$ cat src/rtl/ground_pkg.sv
// Shared constants for the ground bound-check path: default coordinate and
// tag widths, screen extent and the tag value that marks a rejected point.
package ground_pkg;

    // Projected coordinates arrive wide; the pixel writer takes narrow ones.
    localparam int COORD_IN_W  = 18;
    localparam int COORD_OUT_W = 10;
    localparam int TAG_W       = 10;

    // Largest inclusive screen coordinate on either axis.
    localparam int SCREEN_MAX  = 320;

    // Tag value emitted for an out-of-bounds point (all ones at any width).
    localparam int TAG_INVALID = -1;

endpackage : ground_pkg

$ cat src/rtl/ground_range_cmp.sv
// Combinational inclusive signed range check of one coordinate axis.
// The bounds are sign-extended (or truncated) to the coordinate width so
// that the comparison happens entirely at W bits.
module ground_range_cmp #(
    parameter int W  = 18,
    parameter int LO = 0,
    parameter int HI = 320
) (
    input  logic [W-1:0] v,
    output logic         in_range
);

    localparam logic signed [W-1:0] LO_C = W'(LO);
    localparam logic signed [W-1:0] HI_C = W'(HI);

    assign in_range = ($signed(v) >= LO_C) && ($signed(v) <= HI_C);

endmodule : ground_range_cmp

$ cat src/rtl/ground_bound_check_pipe.sv
// Two-stage, back-pressured ground validity checker.
// Stage 1 captures a projected point and its tag; stage 2 holds the result:
// the point narrowed to screen width when every checked axis is in range,
// otherwise the reject pattern (tag -1, coordinates all ones).
// Optional build macro BOUND_STATS_EN adds the rej_count port and a
// saturating counter of rejected points leaving the block.
module ground_bound_check_pipe
    import ground_pkg::*;
#(
    parameter int IN_W    = COORD_IN_W,
    parameter int OUT_W   = COORD_OUT_W,   // 2 <= OUT_W <= IN_W
    parameter int P_W     = TAG_W,
    parameter int X_MIN   = 0,
    parameter int X_MAX   = SCREEN_MAX,
    parameter int Y_MIN   = 0,
    parameter int Y_MAX   = SCREEN_MAX,
    parameter int CHECK_Z = 0,
    parameter int Z_MIN   = 0,
    parameter int Z_MAX   = 511
) (
    input  logic             clk,
    input  logic             rst_n,
    input  logic             in_valid,
    output logic             in_ready,
    input  logic [P_W-1:0]   in_p,
    input  logic [IN_W-1:0]  in_x,
    input  logic [IN_W-1:0]  in_y,
    input  logic [IN_W-1:0]  in_z,
    output logic             out_valid,
    input  logic             out_ready,
    output logic             out_en,
    output logic [P_W-1:0]   out_p,
    output logic [OUT_W-1:0] out_x,
    output logic [OUT_W-1:0] out_y,
    output logic [OUT_W-1:0] out_z
`ifdef BOUND_STATS_EN
    ,
    output logic [15:0]      rej_count
`endif
);

    // Axis 0 = x, 1 = y, 2 = z; the z check only exists when CHECK_Z is set.
    localparam int AXIS_LO [3] = '{X_MIN, Y_MIN, Z_MIN};
    localparam int AXIS_HI [3] = '{X_MAX, Y_MAX, Z_MAX};
    localparam logic [P_W-1:0] TAG_REJ = P_W'(TAG_INVALID);

    logic [IN_W-1:0]  in_c [3];

    logic             s1_valid_q;
    logic             s1_valid_d;
    logic [P_W-1:0]   s1_p_q;
    logic [IN_W-1:0]  s1_c_q [3];

    logic [2:0]       axis_ok;
    logic             in_bounds;
    logic [OUT_W-1:0] narrow_c [3];

    logic             out_valid_q;
    logic             out_valid_d;
    logic             out_en_q;
    logic [P_W-1:0]   out_p_q;
    logic [OUT_W-1:0] out_c_q [3];

    logic             s2_adv;
    logic             s1_adv;
    logic             s2_load;

    assign in_c[0] = in_x;
    assign in_c[1] = in_y;
    assign in_c[2] = in_z;

    // A stage may advance when it is empty or its consumer takes the item
    // this cycle; in_ready follows out_ready combinationally so a full
    // pipeline streams one point per cycle without bubbles.
    assign s2_adv   = !out_valid_q || out_ready;
    assign s1_adv   = !s1_valid_q || s2_adv;
    assign in_ready = s1_adv;
    assign s2_load  = s2_adv && s1_valid_q;

    // Next-state of the two stage valid flags.
    always_comb begin
        s1_valid_d  = s1_valid_q;
        out_valid_d = out_valid_q;
        if (s1_adv) begin
            s1_valid_d = in_valid;
        end
        if (s2_adv) begin
            out_valid_d = s1_valid_q;
        end
    end

    // Stage valid flags: the only state a mid-stream reset must clear.
    always_ff @(posedge clk or negedge rst_n) begin
        if (!rst_n) begin
            s1_valid_q  <= 1'b0;
            out_valid_q <= 1'b0;
        end else begin
            s1_valid_q  <= s1_valid_d;
            out_valid_q <= out_valid_d;
        end
    end

    // Stage 1 payload capture on an accepted input; no reset needed because
    // s1_valid_q qualifies it.
    always_ff @(posedge clk) begin
        if (s1_adv && in_valid) begin
            s1_p_q <= in_p;
            for (int i = 0; i < 3; i++) begin
                s1_c_q[i] <= in_c[i];
            end
        end
    end

    // Per-axis range check and narrowing of the stage 1 point. Narrowing
    // keeps the sign bit and the low OUT_W-1 bits; it never saturates.
    genvar gi;
    generate
        for (gi = 0; gi < 3; gi++) begin : g_axis
            if (gi < 2 || CHECK_Z != 0) begin : g_cmp
                ground_range_cmp #(
                    .W  (IN_W),
                    .LO (AXIS_LO[gi]),
                    .HI (AXIS_HI[gi])
                ) u_cmp (
                    .v        (s1_c_q[gi]),
                    .in_range (axis_ok[gi])
                );
            end else begin : g_nocmp
                // z passes unconditionally; its upper bits are only narrowed away.
                logic unused_z;
                assign unused_z    = ^s1_c_q[gi];
                assign axis_ok[gi] = 1'b1;
            end
            assign narrow_c[gi] = {s1_c_q[gi][IN_W-1], s1_c_q[gi][OUT_W-2:0]};
        end
    endgenerate

    assign in_bounds = &axis_ok;

    // Stage 2 output registers: load the checked point or the reject
    // pattern; held unchanged while the downstream stalls.
    always_ff @(posedge clk or negedge rst_n) begin
        if (!rst_n) begin
            out_en_q <= 1'b0;
            out_p_q  <= TAG_REJ;
            for (int i = 0; i < 3; i++) begin
                out_c_q[i] <= '1;
            end
        end else if (s2_load) begin
            out_en_q <= in_bounds;
            out_p_q  <= in_bounds ? s1_p_q : TAG_REJ;
            for (int i = 0; i < 3; i++) begin
                out_c_q[i] <= in_bounds ? narrow_c[i] : '1;
            end
        end
    end

    assign out_valid = out_valid_q;
    assign out_en    = out_en_q;
    assign out_p     = out_p_q;
    assign out_x     = out_c_q[0];
    assign out_y     = out_c_q[1];
    assign out_z     = out_c_q[2];

`ifdef BOUND_STATS_EN
    logic [15:0] rej_count_q;
    logic [15:0] rej_count_d;

    // Count rejected points as they are handed downstream, sticking at full scale.
    always_comb begin
        rej_count_d = rej_count_q;
        if (out_valid_q && out_ready && !out_en_q && rej_count_q != 16'hFFFF) begin
            rej_count_d = rej_count_q + 16'd1;
        end
    end

    // Reject counter register; cleared only by reset.
    always_ff @(posedge clk or negedge rst_n) begin
        if (!rst_n) begin
            rej_count_q <= 16'd0;
        end else begin
            rej_count_q <= rej_count_d;
        end
    end

    assign rej_count = rej_count_q;
`endif

endmodule : ground_bound_check_pipe

$ cat config.mk
export PLATFORM = sky130hd
export DESIGN_NAME = ground_bound_check_pipe
export DESIGN_NICKNAME = d
export VERILOG_FILES = /design/src/rtl/ground_pkg.sv /design/src/rtl/ground_range_cmp.sv /design/src/rtl/ground_bound_check_pipe.sv
export SDC_FILE = /design/constraint.sdc
export NUM_CORES = 1
export LEC_CHECK = 0
export BUFFER_PORTS_ARGS = -buffer_cell sky130_fd_sc_hd__buf_2
export CAP_MARGIN = 20
export CORE_MARGIN = 3
export CORE_UTILIZATION = 45
export CTS_CLUSTER_DIAMETER = 150
export CTS_CLUSTER_SIZE = 25
export DETAILED_ROUTE_END_ITERATION = 6
export PLACE_DENSITY_LB_ADDON = 0.2
export SLEW_MARGIN = 0
export SYNTH_ARGS = -nofsm -noshare
export SYNTH_HDL_FRONTEND = slang
export SYNTH_SLANG_ARGS = --single-unit
$ cat constraint.sdc
create_clock -name clk -period 3.35 [get_ports clk]
set_input_delay 0.5025 -clock clk [delete_from_list [all_inputs] [get_ports clk]]
set_output_delay 0.5025 -clock clk [all_outputs]
set_load 0.02 [all_outputs]
==> run_results.csv <==
group,metric,value,unit
run_status,status,"finished, final reports clean",
sta,hold_slack,0.292,ns
synthesis,postSynth.asyncResetShare,43.4,%
finish,final_cell_mix,"buf_2, edfxtp_1, dfstp_2",
min_path,holdCritPathClass,"input port to async pin",
sta,period_share,65.6,%
place,numPortBuffers,102,
synthesis,synth_warnings,0,
finish,diodes,0,
cts,cts.sinks,99,
cts,htree_num_levels,3,
finish,postLayoutCoreUtil,57.5,%
synthesis,ys_seq_area_share,80.6,%
power,power.share.clock,31.0,%
floorplan,num_io_pins,111,
synthesis,yosys-mux-area-fraction,0,%
global_routing,grt_pass1_wl,10.4,mm
place,place_congestion,0.731,
cts,hold_buffers,0,
cts,cts_setup_buffers,0,
synthesis,ys_ff_latch,99,
critical_path,cp_slowest_cell,"or4_4",
routing,wl,6.57,mm
power,power,2150,µW
critical_path,startpoint_type,"register",
critical_path,crit_type,"register to register",
critical_path,r2r_end,"out_y[7]",
cts,cts.reportedPaths.clkPinSlew,0.09,ns
synthesis,synthCells,183,
global_routing,grt_overflow,0,
sta,fin_crit,2.20,ns
synthesis,netlist_area,0.00348,mm²
place,placed_cells,375,
synthesis,synth_xor_area_share,0,%
routing,via_per_inst,5.16,
synthesis,synth_top_family_by_area,"compound AO/OA/AOI/OAI gates",
critical_path,cp_max_fo,20,
critical_path,arrival,2.48,ns
sta,final.setup.tns,0,ns
critical_path,endpoint,"out_y[7]",
floorplan,design.core.area,0.00737,mm²
critical_path,rr_worst_depth,5,
power,switchingPower,490,µW
finish,drive_gt1_share,57.2,%
power,swShare,22.8,%
run,maxCapViolCount,0,
sta,rsz0062_at_grt,"false",
routing,route.detailed.drc,0,
routing,ant_nets,0,
cts,root_buffer,"clkbuf_8",
global_routing,grt_max_degree,44,
floorplan,dieArea,0.00883,mm²
synthesis,yosys.area_share.simple,4.63,%
synthesis,synth_nets,251,
cts,cts_tree,"built",
finish,nFillCells,614,
critical_path,cp_cell_sequence,"or4_4, nor3_4, nand3_2, buf_4, o32a_1",
critical_path,reg2reg_setup_slack,1.15,ns
finish,finalNetCount,355,
synthesis,synth_edf_count,56,
global_routing,grtUsageTotal,15.8,%
cts,cts_buffers,9,
sta,slew_headroom,36.8,%
power,seq_power_share,63.4,%
finish,area_growth,21.7,%
global_routing,grt_antenna_before_repair,0,
synthesis,synth-compound-area-share,12.0,%
power,p_leak,0.00154,µW
sta,finalMaxSlewViolations,0,
critical_path,cp_top_family,"simple AND/OR/NAND/NOR gates",
synthesis,synthAdderAreaFrac,0,%
critical_path,cp.required,3.63,ns
global_routing,grt_pass1_vias,2085,
floorplan,placementRows,31,
synthesis,syn-mean-instance-area,19.0,µm²
power,intPower,1660,µW
critical_path,cpPeakStageDelay,0.55,ns
routing,drtIter0Drc,60,
sta,max_freq,455,MHz
routing,wire_per_inst,16.8,µm
power,power_frac_comb,5.6,%
power,vdd_ir_drop_max,219,µV
floorplan,initial_utilization,47.3,%
finish,final_common_cell,"buf_2",
synthesis,ys.flop_type,"edfxtp_1",
finish,instances_no_fill,391,
critical_path,setup.worst_path.start,"s1_c_q[0][13]",
sta,finalClockSkew,0.0121,ns
floorplan,die_w,94.0,µm
floorplan,die_h,94.0,µm
cts,clockBufferDepth,2,
critical_path,reg2reg_from,"s1_c_q[0][13]",
sta,tightest_slew,0.948,ns
critical_path,cp.depth,5,
cts,worstSkewPairLatency,0.36,ns
sta,finalHoldViolCount,0,
cts,cts_resized,0,
routing,vias,2018,
place,dp_hpwl,4.42,mm
sta,setup_viol,0,
critical_path,endpoint_kind,"register",
routing,first_pass_iters,4,
critical_path,cp_num_buf_inv,1,
synthesis,synth_cell_types,27,
power,powerDensity,507,mW/mm²
cells by family (layout without fill, tap and decap cells):
family,count (synthesis),after routing
buf+inv,14,123
simple gates,24,24
flops,99,99
compound gates,46,46
sequential cells by signal, summed over array words and instances (netlist names):
register,count
s1_c_q,46
out_p,10
out_x,10
out_y,10
out_z,10
s1_p_q,10
out_en,1
out_valid,1
s1_valid_q,1
per-layer routing:
| metal | global-route usage [%] | up-vias | share of wire, % |
|---|---|---|---|
| met4 | 5.78 | 0 | 1.4 |
| met2 | 23.8 | 65 | 47 |
| met1 | 21.2 | 998 | 45 |
| li1 | - | 947 | - |
| met3 | 5.37 | 8 | 6.8 |
| met5 | 0 | - | 0 |
synth_stat cells, types with 3 or more instances:
master / instances / area (µm²)
clkbuf_1: 5 / 18.8
nor4_1: 3 / 18.8
dfrtp_1: 3 / 75.1
dfstp_2: 40 / 1050
edfxtp_1: 56 / 1680
o32a_1: 37 / 370
a21oi_1: 5 / 25.0
buf_2: 4 / 20.0
nand2b_1: 3 / 18.8
nor2_1: 4 / 15.0
cell type report:
type	instances	area, µm²	area share (%)
tap	99	124	2.92
multi-input combinational	70	582	13.7
clock inverter	6	41.3	0.974
timing repair buffer	106	553	13.0
clock buffer	10	128	3.01
inverter	1	3.75	0.0885
sequential	99	2810	66.2
power groups by stage:
| stage | logic [µW] | registers, µW | clock network [µW] |
|---|---|---|---|
| after CTS | 123 | 1360 | 687 |
| after global routing | 134 | 1370 | 741 |
| after floorplan | 56.4 | 1390 | 0 |
| final | 120 | 1360 | 666 |
| after detailed placement | 123 | 1390 | 0 |
| after global placement | 121 | 1390 | 0 |
worst register-to-register path, delay by kind of cell (launching register included):
family                 cells  cell delay (ns)
and+or+nand+nor            3             1.06
DFF                        1             0.39
buffers and inverters      1             0.37
AOI/OAI and AO/OA          1             0.31
worst min path at each step:
stage	endpoint	slack (ns)	cells after the start
detailed placement	out_z[5]	0.49	1
floorplan	out_en	0.21	0
finish	s1_valid_q	0.29	1
global route	s1_p_q[3]	0.28	1
global placement	out_z[6]	0.48	1
CTS	s1_c_q[0][3]	0.29	1
per-stage QoR:
stage                     setup slack [ns]  area [µm²]
after floorplan                      0.798        3480
after global placement                1.19        4070
after detailed placement              1.16        4070
after CTS                             1.14        4240
after global routing                 0.982        4240
final                                 1.15        4240
Power figures use the tool's default switching activity.
